<file path="src/rtl/digclk_set_ctrl.sv">
// Run/set sequencer for the digital clock: conditions the raw buttons and switch,
// produces the seconds enable, seconds clear and minute adjust pulses with auto-repeat.
module digclk_set_ctrl #(
  parameter int CLK_HZ           = 100_000_000,
  parameter int TICK_CYC         = 100_000_000,
  parameter int DEBOUNCE_CYC     = 1_000_000,
  parameter int REPEAT_DELAY_CYC = 50_000_000,
  parameter int REPEAT_RATE_CYC  = 10_000_000
) (
  input  logic clk_100M,
  input  logic reset,
  input  logic incr_pb,
  input  logic decr_pb,
  input  logic min_set_switch,
  output logic sec_tick,
  output logic sec_clr,
  output logic min_incr,
  output logic min_decr,
  output logic set_mode
);

  localparam int TICK_W  = $clog2(TICK_CYC + 1);
  localparam int DEB_W   = $clog2(DEBOUNCE_CYC + 1);
  localparam int RPT_MAX = (REPEAT_DELAY_CYC > REPEAT_RATE_CYC) ? REPEAT_DELAY_CYC : REPEAT_RATE_CYC;
  localparam int RPT_W   = $clog2(RPT_MAX + 1);

  if (CLK_HZ < 1 || TICK_CYC < 1 || DEBOUNCE_CYC < 1) begin : g_bad_params
    $error("digclk_set_ctrl: CLK_HZ, TICK_CYC and DEBOUNCE_CYC must be positive");
  end

  typedef enum logic [1:0] {RUN, SET_IDLE, INC_HOLD, DEC_HOLD} state_t;

  // Bit 0 = increment, bit 1 = decrement, bit 2 = set switch.
  logic [2:0] raw_in;
  logic [2:0] deb_lvl;
  assign raw_in = {min_set_switch, decr_pb, incr_pb};

  for (genvar gi = 0; gi < 3; gi++) begin : g_cond
    logic             sync1_q;
    logic             sync2_q;
    logic             deb_q;
    logic [DEB_W-1:0] cnt_q;

    always_ff @(posedge clk_100M or negedge reset) begin
      if (!reset) begin
        sync1_q <= 1'b0;
        sync2_q <= 1'b0;
        deb_q   <= 1'b0;
        cnt_q   <= '0;
      end else begin
        sync1_q <= raw_in[gi];
        sync2_q <= sync1_q;
        if (sync2_q == deb_q) begin
          cnt_q <= '0;
        end else if (cnt_q == DEB_W'(DEBOUNCE_CYC - 1)) begin
          deb_q <= sync2_q;
          cnt_q <= '0;
        end else begin
          cnt_q <= cnt_q + DEB_W'(1);
        end
      end
    end

    assign deb_lvl[gi] = deb_q;
  end

  state_t              state_q, state_d;
  logic [TICK_W-1:0]   presc_q, presc_d;
  logic [RPT_W-1:0]    rpt_q, rpt_d;
  logic [1:0]          deb_prev_q;
  logic                tick_q, tick_d;
  logic                clr_q, clr_d;
  logic                inc_q, inc_d;
  logic                dec_q, dec_d;
  logic                set_q, set_d;
  logic                rise_inc, rise_dec, held;

  assign rise_inc = deb_lvl[0] & ~deb_prev_q[0];
  assign rise_dec = deb_lvl[1] & ~deb_prev_q[1];
  assign held     = (state_q == INC_HOLD) ? deb_lvl[0] : deb_lvl[1];

  always_comb begin
    state_d = state_q;
    rpt_d   = rpt_q;
    presc_d = '0;
    tick_d  = 1'b0;
    clr_d   = 1'b0;
    inc_d   = 1'b0;
    dec_d   = 1'b0;
    case (state_q)
      RUN: begin
        if (deb_lvl[2]) begin
          state_d = SET_IDLE;
          clr_d   = 1'b1;
        end
      end
      SET_IDLE: begin
        if (!deb_lvl[2]) begin
          state_d = RUN;
        end else if (rise_inc && !rise_dec) begin
          state_d = INC_HOLD;
          inc_d   = 1'b1;
          rpt_d   = RPT_W'(REPEAT_DELAY_CYC);
        end else if (rise_dec && !rise_inc) begin
          state_d = DEC_HOLD;
          dec_d   = 1'b1;
          rpt_d   = RPT_W'(REPEAT_DELAY_CYC);
        end
      end
      INC_HOLD, DEC_HOLD: begin
        // Leaving set mode wins over a repeat falling due in the same cycle.
        if (!deb_lvl[2]) begin
          state_d = RUN;
        end else if (!held) begin
          state_d = SET_IDLE;
        end else if (rpt_q <= RPT_W'(1)) begin
          inc_d = (state_q == INC_HOLD);
          dec_d = (state_q == DEC_HOLD);
          rpt_d = RPT_W'(REPEAT_RATE_CYC);
        end else begin
          rpt_d = rpt_q - RPT_W'(1);
        end
      end
      default: state_d = RUN;
    endcase

    // Prescaler only runs while staying in RUN, so it restarts from 0 on SET exit.
    if (state_q == RUN && state_d == RUN) begin
      if (presc_q == TICK_W'(TICK_CYC - 1)) begin
        tick_d = 1'b1;
      end else begin
        presc_d = presc_q + TICK_W'(1);
      end
    end
    set_d = (state_d != RUN);
  end

  always_ff @(posedge clk_100M or negedge reset) begin
    if (!reset) begin
      state_q    <= RUN;
      presc_q    <= '0;
      rpt_q      <= '0;
      deb_prev_q <= '0;
      tick_q     <= 1'b0;
      clr_q      <= 1'b0;
      inc_q      <= 1'b0;
      dec_q      <= 1'b0;
      set_q      <= 1'b0;
    end else begin
      state_q    <= state_d;
      presc_q    <= presc_d;
      rpt_q      <= rpt_d;
      deb_prev_q <= deb_lvl[1:0];
      tick_q     <= tick_d;
      clr_q      <= clr_d;
      inc_q      <= inc_d;
      dec_q      <= dec_d;
      set_q      <= set_d;
    end
  end

  assign sec_tick = tick_q;
  assign sec_clr  = clr_q;
  assign min_incr = inc_q;
  assign min_decr = dec_q;
  assign set_mode = set_q;

endmodule

</file>
<file path="config.mk">
export PLATFORM = sky130hd
export DESIGN_NAME = digclk_set_ctrl
export DESIGN_NICKNAME = d
export VERILOG_FILES = /design/src/rtl/digclk_set_ctrl.sv
export SDC_FILE = /design/constraint.sdc
export NUM_CORES = 1
export LEC_CHECK = 0
export ABC_AREA = 1
export ABC_CLOCK_PERIOD_IN_PS = 1900
export BUFFER_PORTS_ARGS = -buffer_cell sky130_fd_sc_hd__buf_2
export CORE_UTILIZATION = 45
export DETAILED_ROUTE_END_ITERATION = 6
export PLACE_DENSITY_LB_ADDON = 0.2
export SLEW_MARGIN = 20
export SYNTH_ARGS = -nofsm -noshare
export SYNTH_HDL_FRONTEND = slang
export SYNTH_SLANG_ARGS = --single-unit
</file>
<file path="constraint.sdc">
create_clock -name clk_100M -period 1.9 [get_ports clk_100M]
set_input_delay 0.38 -clock clk_100M [delete_from_list [all_inputs] [get_ports clk_100M]]
set_output_delay 0.38 -clock clk_100M [all_outputs]
set_load 0.1 [all_outputs]
</file>
==> impl_metrics.json <==
{
  "fin_ws_ns": 0.147,
  "cp-end-kind": "register",
  "grt_max_degree": 41,
  "syn_area_per_cell_um2": 7.89,
  "final_nets": 998,
  "power.density_nw_per_um2": 705,
  "rows": 46,
  "fin_util_pct": 52.7,
  "drv_cap": 0,
  "synth_area_um2": 7460,
  "h-tree-depth": 4,
  "clock_skew_ns": 0.00860,
  "hold_class": "in2reg",
  "drt.antenna.violating_nets": 0,
  "wl_um": 15600,
  "placement.io_buffers": 9,
  "cts_tree": "yes",
  "cp_max_fo": 7,
  "slew_headroom_pct": 64.2,
  "fin_crit_ns": 1.75,
  "ios": 10,
  "core_area_um2": 16100,
  "cts-root-buf": "clkbuf_16",
  "pre_cts_ws_ns": 0.0759,
  "grt_pass1_vias": 5816,
  "cp.depth": 9,
  "dr.first_iter.drc_count": 389,
  "ys_seq_elements": 131,
  "route.detailed.wl_per_inst_um": 12.9,
  "finalSetupViolCount": 0,
  "first_pass_iters": 7,
  "place_congestion": 0.899,
  "die_w_um": 131,
  "rsz0062_at_grt": "false",
  "crit_required_ns": 2.20,
  "async_flop_share_pct": 100,
  "synth_seq_area_share_pct": 43.9,
  "start_kind": "register",
  "r2r-start": "rpt_q[0]",
  "worstSetupPathType": "reg2reg",
  "viasPerCell": 4.94,
  "violations": "design-rule violations",
  "cellLeakagePower_uw": 0.00399,
  "crit_chain": "inv_1 > ha_1 > nand2_2 > nor2_8 > nand4_4 > nand3_2 > nand2_8 > clkinv_4 > nor2_1",
  "critPathCapture": "rpt_q[18]",
  "vias": 5995,
  "netlist_instances": 946,
  "insertion_delay_ns": 0.42,
  "antenna_found_initial": 0,
  "crit_buf_inv": 2,
  "crit_arrival_ns": 2.06,
  "rrSetupSlack_ns": 0.15,
  "clk_pin_slew_ns": 0.06,
  "clkSinkCount": 131,
  "r2r-end": "rpt_q[18]",
  "critical_path.startpoint": "rpt_q[0]",
  "status": "finished with violations",
  "die-area_um2": 17100,
  "finalMaxSlewViolations": 0,
  "holdPathStages": 1,
  "grt_pass1_wl_um": 27100,
  "clockBufferDepth": 2,
  "syn2layout_area_growth_pct": 13.4,
  "syn_nets": 960,
  "ir_drop_mv": 0.605,
  "critPathMaxStageDelay_ns": 0.40,
  "synth_edf_count": 0,
  "start_util_pct": 46.5,
  "r2r_cells": 9,
  "grt_use_total_pct": 20.3,
  "overflow": 0,
  "hold_viol_final": 0,
  "yosysUniqueCellTypes": 49,
  "drive_gt1_share_pct": 14.0,
  "antenna_cells": 0,
  "max_freq_ghz": 0.570,
  "critPathTopFamily": "simple AND/OR/NAND/NOR gates",
  "period_share_pct": 92.3,
  "dp_hpwl_um": 11400,
  "die_h_um": 131,
  "finalSetupTns_ns": 0,
  "tightest_slew_ns": 0.524,
  "cp_slowest_cell": "dfrtp_1",
  "yosysWarningCount": 0,
  "remaining_drc_errors": 31,
  "ys.flop_type": "dfrtp_1",
  "numCtsBuffers": 17
}
==> worst register-to-register path, cell delays in order, from the launching register on <==
cell,delay [ns]
dfrtp_1,0.40
inv_1,0.10
ha_1,0.24
nand2_2,0.16
nor2_8,0.20
nand4_4,0.15
nand3_2,0.19
nand2_8,0.09
clkinv_4,0.08
nor2_1,0.04
==> worst min path at each step <==
stage | start | to | slack [ns]
after detailed placement | reset | g_cond[2].cnt_q[11] | 0.32
after global placement | reset | g_cond[2].cnt_q[3] | 0.32
after global routing | incr_pb | g_cond[0].sync1_q | 0.04
after floorplan | reset | deb_prev_q[0] | 0.08
final | incr_pb | g_cond[0].sync1_q | 0.06
after CTS | incr_pb | g_cond[0].sync1_q | 0.05
==> through the flow <==
stage	instance area [µm²]	total power (µW)	cells	hold slack, ns
3_5_place_dp	7820	3020	1174	0.321
3_3_place_gp	7820	3020	1174	0.320
6_report	8460	5970	1213	0.0601
2_1_floorplan	7460	2930	946	0.0844
5_1_grt	8460	6190	1213	0.0403
4_1_cts	8370	6040	1207	0.0464
==> flip-flops by register name (all words and copies together) (netlist names) <==
register,cells
g_cond.cnt_q,60
presc_q,27
rpt_q,26
g_cond.deb_q,3
g_cond.sync1_q,3
g_cond.sync2_q,3
deb_prev_q,2
state_q,2
min_decr,1
min_incr,1
sec_clr,1
sec_tick,1
set_mode,1
==> metal layers <==
layer | track usage [%] | vias to the layer above | share of wire (%)
met4 | 5.48 | 0 | 0.91
met2 | 32.9 | 106 | 46
li1 | - | 3095 | -
met5 | 0 | - | 0
met3 | 4.32 | 13 | 3.7
met1 | 27.5 | 2781 | 49
==> layout make-up <==
class	count	area, µm²
clock buffers	18	439
clock inverters	14	104
fillers	1511	7590
inverters	111	434
multi-input cells	695	3710
flip-flops and latches	131	3280
well taps	216	270
repair buffers	28	221
==> cells by family after synthesis <==
| family | share of synthesized area, % |
|---|---|
| AND/OR/NAND/NOR | 36.4 |
| flip-flops | 43.9 |
| buffers and inverters | 6.78 |
| XOR/XNOR | 6.81 |
| AO/OA/AOI/OAI | 4.39 |
| adder cells (fa/ha/maj) | 1.51 |
| multiplexers | 0.151 |
==> cells in the final DEF, fill, tap and decap left out, types with 3 or more instances in the layout <==
cell / n
clkinvlp_4: 6
nand4_1: 22
inv_1: 100
nor3_4: 4
nand3_2: 10
nand2_2: 10
clkinv_2: 3
nor4_1: 3
xor2_1: 45
xnor2_1: 13
inv_2: 8
nand3_1: 57
clkbuf_16: 17
o21ai_0: 16
ha_1: 9
nor2_1: 198
a21oi_1: 19
inv_6: 3
nor3_1: 25
o21ai_1: 4
nor2_2: 18
o21bai_1: 4
nor3_2: 8
nor2_4: 4
clkinv_4: 3
nand3b_1: 8
buf_2: 8
buf_4: 16
dfrtp_1: 130
nand2_1: 189
nor3b_1: 4
==> where the power goes <==
part	switching (µW)	total [µW]	internal [µW]
sequential	18.1	2830	2810
clock	1290	3000	1710
combinational	98.0	138	39.6
==> synthesized netlist by cell type (2+ instances only) <==
library cell | number | area [µm²]
nor3b_1 | 4 | 30.0
nand2_2 | 11 | 68.8
inv_2 | 8 | 30.0
nor2_1 | 200 | 751
nand3_2 | 10 | 100
buf_6 | 5 | 56.3
nor3b_2 | 2 | 25.0
o21bai_1 | 4 | 30.0
nand4_1 | 22 | 138
a21o_1 | 2 | 15.0
nor4_1 | 3 | 18.8
nor3_4 | 4 | 65.1
inv_1 | 100 | 375
nand3_1 | 57 | 285
nor2_4 | 4 | 45.0
nor2_2 | 16 | 100
dfrtp_1 | 131 | 3280
nand2_4 | 3 | 33.8
a31oi_1 | 2 | 12.5
nor3_1 | 27 | 135
nand3b_1 | 8 | 60.1
ha_1 | 9 | 113
nor3_2 | 6 | 60.1
clkbuf_1 | 2 | 7.51
nand2_1 | 189 | 709
o21ai_1 | 4 | 20.0
buf_4 | 2 | 15.0
a21oi_1 | 19 | 95.1
xnor2_1 | 13 | 114
o21ai_0 | 16 | 80.1
xor2_1 | 45 | 394
==> repair_timing <==
| item | in CTS | in global routing |
|---|---|---|
| hold endpoints to repair | 35 | 0 |
| gates resized for setup | 0 | 11 |
| setup endpoints to repair | 0 | 28 |
| buffers inserted | 0 | 6 |
| hold buffers | 1 | 0 |
No activity file was read; power rests on OpenSTA's default activity.
